## src/rtl/countdown_timer_if.sv

```systemverilog
// Control/status bundle between the board switch/key logic and countdown_timer.
// The hex display path consumes q, tick, busy and done from the same bundle.
interface countdown_timer_if #(
  parameter int WIDTH     = 8,
  parameter int DIV_WIDTH = 26
);
  logic                 load;
  logic [WIDTH-1:0]     load_value;
  logic                 start;
  logic                 enable;
  logic                 auto_reload;
  logic [DIV_WIDTH-1:0] div_max;
  logic [WIDTH-1:0]     q;
  logic                 tick;
  logic                 busy;
  logic                 done;

  modport master (
    output load, load_value, start, enable, auto_reload, div_max,
    input  q, tick, busy, done
  );

  modport slave (
    input  load, load_value, start, enable, auto_reload, div_max,
    output q, tick, busy, done
  );
endinterface

```

## src/rtl/countdown_timer.sv

```systemverilog
// Loadable, prescaled down-counter with start/done handshake and optional auto-reload.
// q[7:4] and q[3:0] drive the seven-segment decoders; all outputs come from flops.
module countdown_timer #(
  parameter int WIDTH     = 8,
  parameter int DIV_WIDTH = 26
) (
  input  logic             clk,
  input  logic             reset,
  countdown_timer_if.slave bus
);

  typedef enum logic [1:0] {S_IDLE, S_RUN, S_DONE} state_t;

  state_t               state, state_next;
  logic [WIDTH-1:0]     q_reg, q_next;
  logic [WIDTH-1:0]     reload_reg, reload_next;
  logic [DIV_WIDTH-1:0] presc, presc_next;
  logic                 tick_reg, tick_next;
  logic                 done_reg, done_next;
  logic                 presc_hit;
  logic                 terminal;

  // NOTE: sequential state uses non-blocking assignments so every flop samples pre-edge values.
  always_ff @(posedge clk or negedge reset) begin
    if (!reset) begin
      state      <= S_IDLE;
      q_reg      <= '0;
      reload_reg <= '0;
      presc      <= '0;
      tick_reg   <= 1'b0;
      done_reg   <= 1'b0;
    end else begin
      state      <= state_next;
      q_reg      <= q_next;
      reload_reg <= reload_next;
      presc      <= presc_next;
      tick_reg   <= tick_next;
      done_reg   <= done_next;
    end
  end

  // >= rather than == so lowering div_max below the running prescaler ticks at once.
  assign presc_hit = (presc >= bus.div_max);
  // Treating q==0 as terminal too guarantees q can never wrap below zero.
  assign terminal  = (q_reg <= WIDTH'(1));

  // NOTE: every comb output gets a default first, so no path can infer a latch.
  always_comb begin
    state_next  = state;
    q_next      = q_reg;
    reload_next = reload_reg;
    presc_next  = presc;
    tick_next   = 1'b0;
    done_next   = 1'b0;

    if (bus.load) begin
      q_next      = bus.load_value;
      reload_next = bus.load_value;
      presc_next  = '0;
      state_next  = S_IDLE;
    end else begin
      unique case (state)
        S_IDLE: begin
          if (bus.start) begin
            presc_next = '0;
            if (q_reg != '0) begin
              state_next = S_RUN;
            end else begin
              state_next = S_DONE;
              done_next  = 1'b1;
            end
          end
        end

        S_DONE: begin
          if (bus.start) begin
            q_next     = reload_reg;
            presc_next = '0;
            if (reload_reg != '0) state_next = S_RUN;
            else                  done_next  = 1'b1;
          end
        end

        S_RUN: begin
          if (bus.enable) begin
            if (presc_hit) begin
              presc_next = '0;
              tick_next  = 1'b1;
              if (terminal) begin
                done_next = 1'b1;
                if (bus.auto_reload) begin
                  q_next = reload_reg;
                end else begin
                  q_next     = '0;
                  state_next = S_DONE;
                end
              end else begin
                q_next = q_reg - WIDTH'(1);
              end
            end else begin
              presc_next = presc + DIV_WIDTH'(1);
            end
          end
        end

        default: state_next = S_IDLE;
      endcase
    end
  end

  always_comb begin
    bus.q    = q_reg;
    bus.tick = tick_reg;
    bus.done = done_reg;
    bus.busy = (state == S_RUN);
  end

endmodule

```

## src/flat_wrapper.sv

```systemverilog
// flat-port wrapper written by rule: the top's interface ports become plain ports
module countdown_timer_flat 
#(
  parameter int WIDTH     = 8,
  parameter int DIV_WIDTH = 26
)
  (clk, reset, bus_load, bus_load_value, bus_start, bus_enable, bus_auto_reload, bus_div_max, bus_q, bus_tick, bus_busy, bus_done);
  countdown_timer_if #(.WIDTH(WIDTH), .DIV_WIDTH(DIV_WIDTH)) bus_i ();
  input  logic clk;
  input  logic reset;
  input wire logic [$bits(bus_i.load)-1:0] bus_load;
  input wire logic [$bits(bus_i.load_value)-1:0] bus_load_value;
  input wire logic [$bits(bus_i.start)-1:0] bus_start;
  input wire logic [$bits(bus_i.enable)-1:0] bus_enable;
  input wire logic [$bits(bus_i.auto_reload)-1:0] bus_auto_reload;
  input wire logic [$bits(bus_i.div_max)-1:0] bus_div_max;
  output wire logic [$bits(bus_i.q)-1:0] bus_q;
  output wire logic [$bits(bus_i.tick)-1:0] bus_tick;
  output wire logic [$bits(bus_i.busy)-1:0] bus_busy;
  output wire logic [$bits(bus_i.done)-1:0] bus_done;
  assign bus_i.load = bus_load;
  assign bus_i.load_value = bus_load_value;
  assign bus_i.start = bus_start;
  assign bus_i.enable = bus_enable;
  assign bus_i.auto_reload = bus_auto_reload;
  assign bus_i.div_max = bus_div_max;
  assign bus_q = bus_i.q;
  assign bus_tick = bus_i.tick;
  assign bus_busy = bus_i.busy;
  assign bus_done = bus_i.done;
  countdown_timer #(.WIDTH(WIDTH), .DIV_WIDTH(DIV_WIDTH)) u_core (.clk(clk), .reset(reset), .bus(bus_i));
endmodule
```

## config.mk

```make
export PLATFORM = sky130hd
export DESIGN_NAME = countdown_timer_flat
export DESIGN_NICKNAME = d
export VERILOG_FILES = /design/src/rtl/countdown_timer_if.sv /design/src/rtl/countdown_timer.sv /design/src/flat_wrapper.sv
export SDC_FILE = /design/constraint.sdc
export NUM_CORES = 1
export LEC_CHECK = 0
export CAP_MARGIN = 20
export CORE_ASPECT_RATIO = 0.6
export CORE_UTILIZATION = 58
export DETAILED_ROUTE_END_ITERATION = 12
export HOLD_SLACK_MARGIN = 0.05
export PLACE_DENSITY = 0.95
export SYNTH_ARGS = -nofsm -noshare
export SYNTH_HDL_FRONTEND = slang
export SYNTH_SLANG_ARGS = --single-unit
```

## constraint.sdc

```tcl
create_clock -name clk -period 3.7 [get_ports clk]
set_clock_uncertainty 0.1 [all_clocks]
set_input_delay 0.555 -clock clk [delete_from_list [all_inputs] [get_ports clk]]
set_output_delay 0.555 -clock clk [all_outputs]
set_load 0.03 [all_outputs]
```

==> flow_summary.toml <==
[worst_setup_path]
crit_type = "primary input to flop"
cp.arrival_ps = 3120
end_kind = "flop"
critical_path_required_ps = 3830
cp_max_fo = 7
critPathLaunch = "bus_div_max[25]"
cp-start-kind = "primary input"
rr_startpoint = "u_core.presc[23]$_DFFE_PN0P_"

[drt]
routed_via_density = 6.04
drc_errors = 0
drt-initial-drc-count = 250
wl_per_cell_um = 16.6
drt-total-wl_um = 7630
dr.pass1.iters = 8
vias = 2780
detail-route-antenna-nets = 0

[synthesis]
synth_mux_area_share_pct = 4.84
synth_compound_area_share_pct = 11.1
synthAdderAreaFrac_pct = 11.8
ys_seq_area_share_pct = 37.4
netlist_area_um2 = 3080
synth_top_family_by_area = "simple AND/OR/NAND/NOR gates"
synthSimpleGateAreaFrac_pct = 21.9
synth_ff_type = "dfrtp_1"
syn_inst = 336
synth-xor-area-share_pct = 7.40
ys_async_sr_fraction_pct = 100
synth_area_per_cell_um2 = 9.16
ys_types = 45
yosys_warnings = 0
synthesis.nets = 405
ys_ff_latch = 46
synth_edf_count = 0

[clock_network]
cts.reportedPaths.clkPinSlew_ps = 90
cts_root_buffer = "clkbuf_8"
clkLatencyLatePin_ps = 310
clock_sinks = 46
cts_setup_buffers = 0
clockBufferDepth = 2
cts_buffers = 5
cts_max_level = 2
cts_tree = "done"

[min_path]
hold_path.class = "flop to flop"
hp-start = "u_core.reload_reg[7]$_DFFE_PN0P_"

[pwr]
power_density_nw_per_um2 = 445
total_power_w = 0.00168
peakVddDrop_mv = 0.239
cellLeakagePower_nw = 1.73

[floorplanning]
chipWidth_um = 96.0
die_y_um = 58.4
rows = 20
ios = 51
die_area_um2 = 5610
start_util_pct = 60.6
coreArea_um2 = 5080

[layout]
drive_above_1_share_pct = 8.12
layout.nets = 462
layout.cells.non_filler = 460
syn_to_final_growth_pct = 22.8
fillers = 346
mostFrequentLayoutCells = "clkdlybuf4s50_1, dfrtp_1, nor2_1"
largest_register_ffs = 26
layout_commonest_cell = "clkdlybuf4s50_1"
n_antenna_cell = 0

[placed_design]
dpl.cell_count = 450
place_congestion = 0.945
portBuffers = 50
hpwl_um = 5860
dpl_worst_slack_ps = 443

[timing]
setup_violations = 0
maxSlewHeadroom_pct = 57.8
fin_crit_sh_pct = 81.0
rsz0062_at_grt = "no"
fin_crit_ps = 3000
fin_ws_ps = 703
clock.fmax_ghz = 0.334
tns_ps = 0
drv_slew = 0
worst_pin_slew_ps = 627
hold_viol = 0
holdWs_ps = 454

[global_routing]
track_usage_pct = 29.6
grt-ovfl-total = 0
grt_pass1_vias = 2595
antenna_found_initial = 0
grt_max_degree = 47
grt_first_pass_wirelength_um = 12400

[flow_run]
cap_violations = 0

[status]
status = "completed"
critical path, cell delays in order:
cell,delay (ps)
clkdlybuf4s50_1,460
inv_1,40
ha_1,300
nand4_1,220
nor4_1,340
o41ai_1,190
and2_1,270
o21ai_2,470
mux2i_1,280
power breakdown:
part	switching (W)	internal, W
Combinational	0.000417	0.000283
Clock	0.000183	0.000133
Sequential	0.000101	0.000564
Total	0.000701	0.000980
layer usage:
| metal | vias up | global-route usage, % | part of all wire [%] |
|---|---|---|---|
| met4 | 0 | 10.7 | 1.7 |
| li1 | 1296 | - | - |
| met1 | 1313 | 42.1 | 45 |
| met2 | 155 | 44.6 | 44 |
| met5 | - | 0 | 0 |
| met3 | 16 | 6.85 | 9.4 |
Yosys cell counts, types with 2 or more instances:
master    count  share of area (%)
nand4_1      12                2.4
nor2_1       41                5.0
a21o_1        6                1.5
clkbuf_1      2               0.24
xnor2_1      16                4.6
a21oi_1      16                2.6
nand2b_1      5                1.0
xor2_1       10                2.8
nor2b_1       5                1.0
and3_1        2               0.41
o21ai_0       7                1.1
nand2_1      20                2.4
a211oi_1      2               0.49
nor4_1        4               0.81
nor3_2        2               0.65
or3_1         2               0.41
mux2i_1       7                2.3
a222oi_1      7                2.3
mux2_2        7                2.6
dfrtp_1      46                 37
nand3_1      18                2.9
inv_1        38                4.6
buf_2         4               0.65
nor3_1        8                1.3
ha_1         29                 12
what timing repair did:
action	CTS	global route
hold buffers	0	1
endpoints found under the hold margin	0	3
gates resized for setup	0	0
path summary, 6_finish.rpt:
check,end,slack (ps),cells after the start
worst min-delay path,u_core.reload_reg[7]$_DFFE_PN0P_,450,1
worst min register to register,u_core.reload_reg[7]$_DFFE_PN0P_,450,1
worst max-delay path,u_core.bus.q[3]$_DFFE_PN0P_,700,9
max in group asynchronous,u_core.presc[8]$_DFFE_PN0P_,2590,3
worst max register to register,u_core.bus.q[3]$_DFFE_PN0P_,980,7
min in group asynchronous,u_core.reload_reg[3]$_DFFE_PN0P_,480,2
cell type report:
cell class,instances,area (um^2),area share (%)
Tap cell,66,82.6,2.19
Multi-Input combinational cell,246,1760,46.5
Inverter,38,143,3.78
Clock inverter,3,21.3,0.563
Clock buffer,5,68.8,1.82
Timing Repair Buffer,56,556,14.7
Sequential cell,46,1150,30.5
through the flow:
stage          util, %  area [um^2]
3_3_place_gp      72.0         3660
5_1_grt           74.4         3780
6_report          74.4         3780
3_5_place_dp      72.0         3660
2_1_floorplan        -         3080
4_1_cts           73.8         3750
cells by family after synthesis:
logic type	Yosys count
AO/OA/AOI/OAI	48
XOR/XNOR	26
adder cells (fa/ha/maj)	29
multiplexers	14
flip-flops	46
AND/OR/NAND/NOR	129
buffers and inverters	44
Power figures use the tool's default switching activity.
